===== src/rtl/sequencer_pkg.sv =====
// Shared types and constants for the host-side run sequencer.
// Widths match the data-memory read port.
package sequencer_pkg;

   localparam int ADDR_W = 8;
   localparam int DATA_W = 8;

   typedef enum logic [2:0] {
      IDLE,
      START,
      RUN,
      READ,
      DRAIN,
      FINISH
   } seq_state_t;

endpackage


===== src/rtl/result_reader.sv =====
// Result read-back engine: issues RESULT_LEN sequential (wrapping) reads,
// then returns each byte one cycle later together with its address.
module result_reader
   import sequencer_pkg::*;
#(
   parameter logic [ADDR_W-1:0] RESULT_BASE = 8'd64,
   parameter int                RESULT_LEN  = 8
) (
   input  logic              clk,
   input  logic              reset_n,
   input  logic              rd_start,
   output logic              rd_last,
   output logic              mem_rd_en,
   output logic [ADDR_W-1:0] mem_addr,
   input  logic [DATA_W-1:0] mem_rd_data,
   output logic              res_valid,
   output logic [ADDR_W-1:0] res_addr,
   output logic [DATA_W-1:0] res_data
);

   localparam logic [ADDR_W-1:0] LAST_IDX = ADDR_W'(RESULT_LEN - 1);

   logic              issuing_q, issuing_d;
   logic [ADDR_W-1:0] idx_q, idx_d;
   logic              res_valid_q, res_valid_d;
   logic [ADDR_W-1:0] res_addr_q, res_addr_d;

   always_comb begin
      issuing_d   = issuing_q;
      idx_d       = idx_q;
      rd_last     = issuing_q && (idx_q == LAST_IDX);
      mem_rd_en   = issuing_q;
      // The 8-bit add wraps addresses past 255 back to 0.
      mem_addr    = issuing_q ? (RESULT_BASE + idx_q) : '0;
      res_valid_d = issuing_q;
      res_addr_d  = mem_addr;
      res_data    = res_valid_q ? mem_rd_data : '0;

      if (rd_start) begin
         issuing_d = 1'b1;
         idx_d     = '0;
      end else if (issuing_q) begin
         idx_d = idx_q + 1'b1;
         if (rd_last) begin
            issuing_d = 1'b0;
         end
      end
   end

   always_ff @(posedge clk) begin
      if (!reset_n) begin
         issuing_q   <= 1'b0;
         idx_q       <= '0;
         res_valid_q <= 1'b0;
         res_addr_q  <= '0;
      end else begin
         issuing_q   <= issuing_d;
         idx_q       <= idx_d;
         res_valid_q <= res_valid_d;
         res_addr_q  <= res_addr_d;
      end
   end

   assign res_valid = res_valid_q;
   assign res_addr  = res_addr_q;

endmodule


===== src/rtl/run_sequencer.sv =====
// Host-side run controller: pulses start into the core, times the run until
// done (or timeout), then reads the result block back out of data memory.
module run_sequencer
   import sequencer_pkg::*;
#(
   parameter int                START_CYCLES = 2,
   parameter int                TIMEOUT      = 4096,
   parameter logic [ADDR_W-1:0] RESULT_BASE  = 8'd64,
   parameter int                RESULT_LEN   = 8,
   parameter int                CNT_W        = 16
) (
   input  logic              clk,
   input  logic              reset_n,
   input  logic              go,
   output logic              busy,
   output logic              dut_start,
   input  logic              dut_done,
   output logic              mem_rd_en,
   output logic [ADDR_W-1:0] mem_addr,
   input  logic [DATA_W-1:0] mem_rd_data,
   output logic              res_valid,
   output logic [ADDR_W-1:0] res_addr,
   output logic [DATA_W-1:0] res_data,
   output logic [CNT_W-1:0]  cycle_count,
   output logic              timed_out,
   output logic              finished
);

   localparam int              SC_W       = $clog2(START_CYCLES + 1);
   localparam int              CMP_W      = CNT_W + 1;
   localparam logic [SC_W-1:0] START_LOAD = SC_W'(START_CYCLES);
   localparam logic [CMP_W-1:0] TIMEOUT_C = CMP_W'(TIMEOUT);

   seq_state_t       state_q, state_d;
   logic [SC_W-1:0]  start_cnt_q, start_cnt_d;
   logic [CNT_W-1:0] cycle_count_q, cycle_count_d;
   logic             timed_out_q, timed_out_d;
   logic [CNT_W-1:0] count_inc;
   logic             rd_start;
   logic             rd_last;

   always_comb begin
      state_d       = state_q;
      start_cnt_d   = start_cnt_q;
      cycle_count_d = cycle_count_q;
      timed_out_d   = timed_out_q;
      rd_start      = 1'b0;
      count_inc     = (&cycle_count_q) ? cycle_count_q : cycle_count_q + 1'b1;

      case (state_q)
         IDLE: begin
            start_cnt_d = START_LOAD;
            if (go) begin
               state_d       = START;
               cycle_count_d = '0;
               timed_out_d   = 1'b0;
            end
         end
         START: begin
            start_cnt_d = start_cnt_q - 1'b1;
            if (start_cnt_q == SC_W'(1)) begin
               state_d = RUN;
            end
         end
         RUN: begin
            // Done is checked before the timeout so a tie counts as success.
            cycle_count_d = count_inc;
            if (dut_done) begin
               state_d  = READ;
               rd_start = 1'b1;
            end else if ({1'b0, count_inc} >= TIMEOUT_C) begin
               timed_out_d = 1'b1;
               state_d     = FINISH;
            end
         end
         READ: begin
            if (rd_last) begin
               state_d = DRAIN;
            end
         end
         DRAIN:   state_d = FINISH;
         FINISH:  state_d = IDLE;
         default: state_d = IDLE;
      endcase
   end

   always_ff @(posedge clk) begin
      if (!reset_n) begin
         state_q       <= IDLE;
         start_cnt_q   <= '0;
         cycle_count_q <= '0;
         timed_out_q   <= 1'b0;
      end else begin
         state_q       <= state_d;
         start_cnt_q   <= start_cnt_d;
         cycle_count_q <= cycle_count_d;
         timed_out_q   <= timed_out_d;
      end
   end

   result_reader #(
      .RESULT_BASE (RESULT_BASE),
      .RESULT_LEN  (RESULT_LEN)
   ) u_reader (
      .clk         (clk),
      .reset_n     (reset_n),
      .rd_start    (rd_start),
      .rd_last     (rd_last),
      .mem_rd_en   (mem_rd_en),
      .mem_addr    (mem_addr),
      .mem_rd_data (mem_rd_data),
      .res_valid   (res_valid),
      .res_addr    (res_addr),
      .res_data    (res_data)
   );

   assign busy        = (state_q != IDLE);
   assign dut_start   = (state_q == START);
   assign finished    = (state_q == FINISH);
   assign cycle_count = cycle_count_q;
   assign timed_out   = timed_out_q;

endmodule


===== config.mk =====
export PLATFORM = sky130hd
export DESIGN_NAME = run_sequencer
export DESIGN_NICKNAME = d
export VERILOG_FILES = /design/src/rtl/sequencer_pkg.sv /design/src/rtl/result_reader.sv /design/src/rtl/run_sequencer.sv
export SDC_FILE = /design/constraint.sdc
export NUM_CORES = 1
export LEC_CHECK = 0
export ABC_CLOCK_PERIOD_IN_PS = 4740
export BUFFER_PORTS_ARGS = -buffer_cell sky130_fd_sc_hd__clkbuf_2
export CAP_MARGIN = 25
export CORE_MARGIN = 5
export CORE_UTILIZATION = 47
export CTS_BUF_LIST = sky130_fd_sc_hd__clkbuf_4 sky130_fd_sc_hd__clkbuf_8
export DETAILED_ROUTE_END_ITERATION = 10
export PLACE_DENSITY_LB_ADDON = 0.2
export SETUP_SLACK_MARGIN = 0.1
export SLEW_MARGIN = 40
export SYNTH_ARGS = -nofsm -noshare
export SYNTH_HDL_FRONTEND = slang
export SYNTH_SLANG_ARGS = --single-unit

===== constraint.sdc =====
create_clock -name clk -period 4.74 [get_ports clk]
set_input_delay 0.711 -clock clk [delete_from_list [all_inputs] [get_ports clk]]
set_output_delay 0.711 -clock clk [all_outputs]
set_load 0.005 [all_outputs]

==> impl_metrics.ini <==
[power]
peakVddDrop_mv = 0.211
power_leakage_nw = 1.09
powerDensity_nw_per_um2 = 334

[setup_path]
cp.required_ps = 4970
rrSetupSlack_ps = 2550
cp_top_family = simple AND/OR/NAND/NOR gates
r2r_end = cycle_count[9]
worst_setup_path_start_kind = flop
worstSetupEndpointType = flop
arrival_ps = 2420
crit_chain = ha_1 -> and4_1 -> nand4b_4 -> or3b_1 -> or4_1 -> a21boi_1
worst-path-stages = 6
path_class = reg2reg
crit_end = cycle_count[9]
rr_worst_depth = 6
critPathMaxFanout = 9
cpMaxStageDelayCell = or4_1
r2r-start = cycle_count[0]
slowest_delay_ps = 510
cp.buffers_inverters = 0
startpoint = cycle_count[0]

[clock_network]
post-cts-setup-buffers = 0
cts_resized = 0
cts_made_buffers = 5
htree_levels = 2
cts.clk_slew.worst_paths_ps = 80
numClockSinks = 40
tritoncts = done
cts-root-buf = clkbuf_8
postCtsHoldBufs = 0
clk_latency_ps = 290
ctsLongestPathBuffers = 2

[timing]
slew_violations = 0
finalSetupViolCount = 0
worst_pin_slew_ps = 656
fin_skew_ps = 8.16
finalSetupTns_ps = 0
fin_crit_ps = 2190
slew_headroom = 0.561
finalWorstSetupSlack_ps = 2550
rsz0062_at_grt = no
fmax_ghz = 0.457
final_hold_viol_count = 0
finalCritPeriodShare = 0.462

[placed_design]
dp_cells = 334
dpl.hpwl_um = 3310
gp_congestion = 0.745
post_dp_cell_area_um2 = 2340
port_buffers = 57
preCtsSetupSlack_ps = 2570

[floorplanning]
fp.dieArea_um2 = 5750
initial_utilization = 0.478
ios = 58
die_h_um = 75.8
fp.dieW_um = 75.8
core_um2 = 4260
num_rows = 24

[yosys]
synthAdderAreaFrac = 0.0246
synth-xor-area-share = 0.0344
synth_top_family_by_area = simple AND/OR/NAND/NOR gates
synth_ff_type = dfxtp_1
ys_ff_latch = 40
synth_area_um2 = 2040
synthTopCellsByArea = dfxtp_1, and2_1, nand2_1, mux2i_1, and3_1
synth_most_common_cell = dfxtp_1
synth.largest_area_cell = dfxtp_1
synth_top_area_frac = 0.393
synthSimpleGateAreaFrac = 0.361
ys_seq_area_frac = 0.393
postSynthCellCount = 236
synth.distinct_cells = 47
ys_warn_count = 0
synth_compound_area_frac = 0.116
syn_nets = 252
syn_avg_cell_area_um2 = 8.63
synthArstFlopShare = 0
synthMuxAreaShare = 0.0344
synth_edf_count = 0
synth_common_cells = dfxtp_1, and2_1, nand2_1, nor2_1, nand3_1

[global_route]
use_met2 = 0.255
first_global_vias = 1579
antenna_found_initial = 0
overflow = 0
met1_usage = 0.217
grt.total_usage = 0.162
grt_pass1_wl_um = 7200
met3_usage = 0.0396
busiest_layer = met2
grt_max_degree = 32

[cells_and_area]
fillCellCount = 415
layoutNonFillerInstCount = 341
num_antenna_cells = 0
final_nets = 305
final_area_um2 = 2420
multi_input_area_um2 = 1160
layout-drive-gt1-share = 0.253
area_growth_pct = 18.7
regArea_um2 = 801

[flow_run]
drv_cap = 0

[detailed_routing]
dr.pass1.iters = 4
final_antenna_net_count = 0
route.detailed.drc = 0
wire_per_inst_um = 13.2
vias = 1819
drtIter0Drc = 69
drt_wl_total_um = 4510
vias_per_cell = 5.33

[worst_hold_path]
hold_class = reg2reg

[status]
status = complete, no violations
## registers in the layout (all words and copies together), names as in the netlist
signal / cells
cycle_count: 16
start_cnt_q: 2
state_q: 3
timed_out: 1
u_reader.idx_q: 8
u_reader.mem_rd_en: 1
u_reader.res_addr: 8
u_reader.res_valid: 1
## area by class of cell
cell class                      instances  area share
Tap cell                               52      0.0269
Sequential cell                        40       0.331
Inverter                                6     0.00932
Clock inverter                          2     0.00518
Multi-Input combinational cell        179       0.481
Timing Repair Buffer                   57       0.118
Clock buffer                            5      0.0285
## logic make-up after synthesis
logic type	after synthesis
AND/OR/NAND/NOR	126
flip-flops	40
AO/OA/AOI/OAI	34
buffers and inverters	17
XOR/XNOR	8
multiplexers	7
adder cells (fa/ha/maj)	4
## stage by stage
stage                      util  hold WS, ps  total power, mW
after floorplan               -          447            0.544
after global placement    0.548          439            0.599
after detailed placement  0.548          445            0.602
after CTS                 0.567          455            0.818
after global routing      0.567          476            0.867
final                     0.567          452            0.807
## cell usage in the layout, fill, tap and decap left out, drive strengths merged, types with 3 or more instances in the layout
| cell type | instances |
|---|---|
| nand3 | 12 |
| clkbuf | 62 |
| and2 | 28 |
| nand3b | 3 |
| inv | 6 |
| o21ai | 8 |
| or3 | 5 |
| a21oi | 4 |
| nand2 | 28 |
| and3 | 11 |
| ha | 4 |
| xnor2 | 3 |
| nor2 | 15 |
| dfxtp | 40 |
| o211ai | 5 |
| xor2 | 5 |
| mux2i | 7 |
| a21boi | 7 |
| nand4 | 8 |
## worst register-to-register path, delay by kind of cell, from the launching register on
family / cells / cell delay (ps)
adders and majority gates: 1 / 260
and+or+nand+nor: 4 / 1390
DFF: 1 / 350
AOI/OAI and AO/OA: 1 / 140
## worst min-delay path by stage
stage | cells after the start | end | slack [ps] | start
floorplan | 2 | timed_out | 450 | timed_out
global placement | 2 | timed_out | 440 | timed_out
detailed placement | 2 | timed_out | 450 | timed_out
CTS | 2 | timed_out | 460 | timed_out
global route | 2 | timed_out | 480 | timed_out
finish | 2 | timed_out | 450 | timed_out
## power by group
part	leakage [nW]	switching [mW]	total [mW]	internal, mW
Clock	0.0400	0.115	0.214	0.0996
Combinational	0.730	0.103	0.182	0.0789
Sequential	0.323	0.0484	0.410	0.362
Total	1.09	0.266	0.807	0.540
## layer usage
metal	wire (um)	vias up	part of all wire
met4	57	0	0.013
met5	0	-	0
li1	-	927	-
met2	2090	37	0.46
met3	256	6	0.057
met1	2110	849	0.47
No activity file was read; power rests on OpenSTA's default activity.
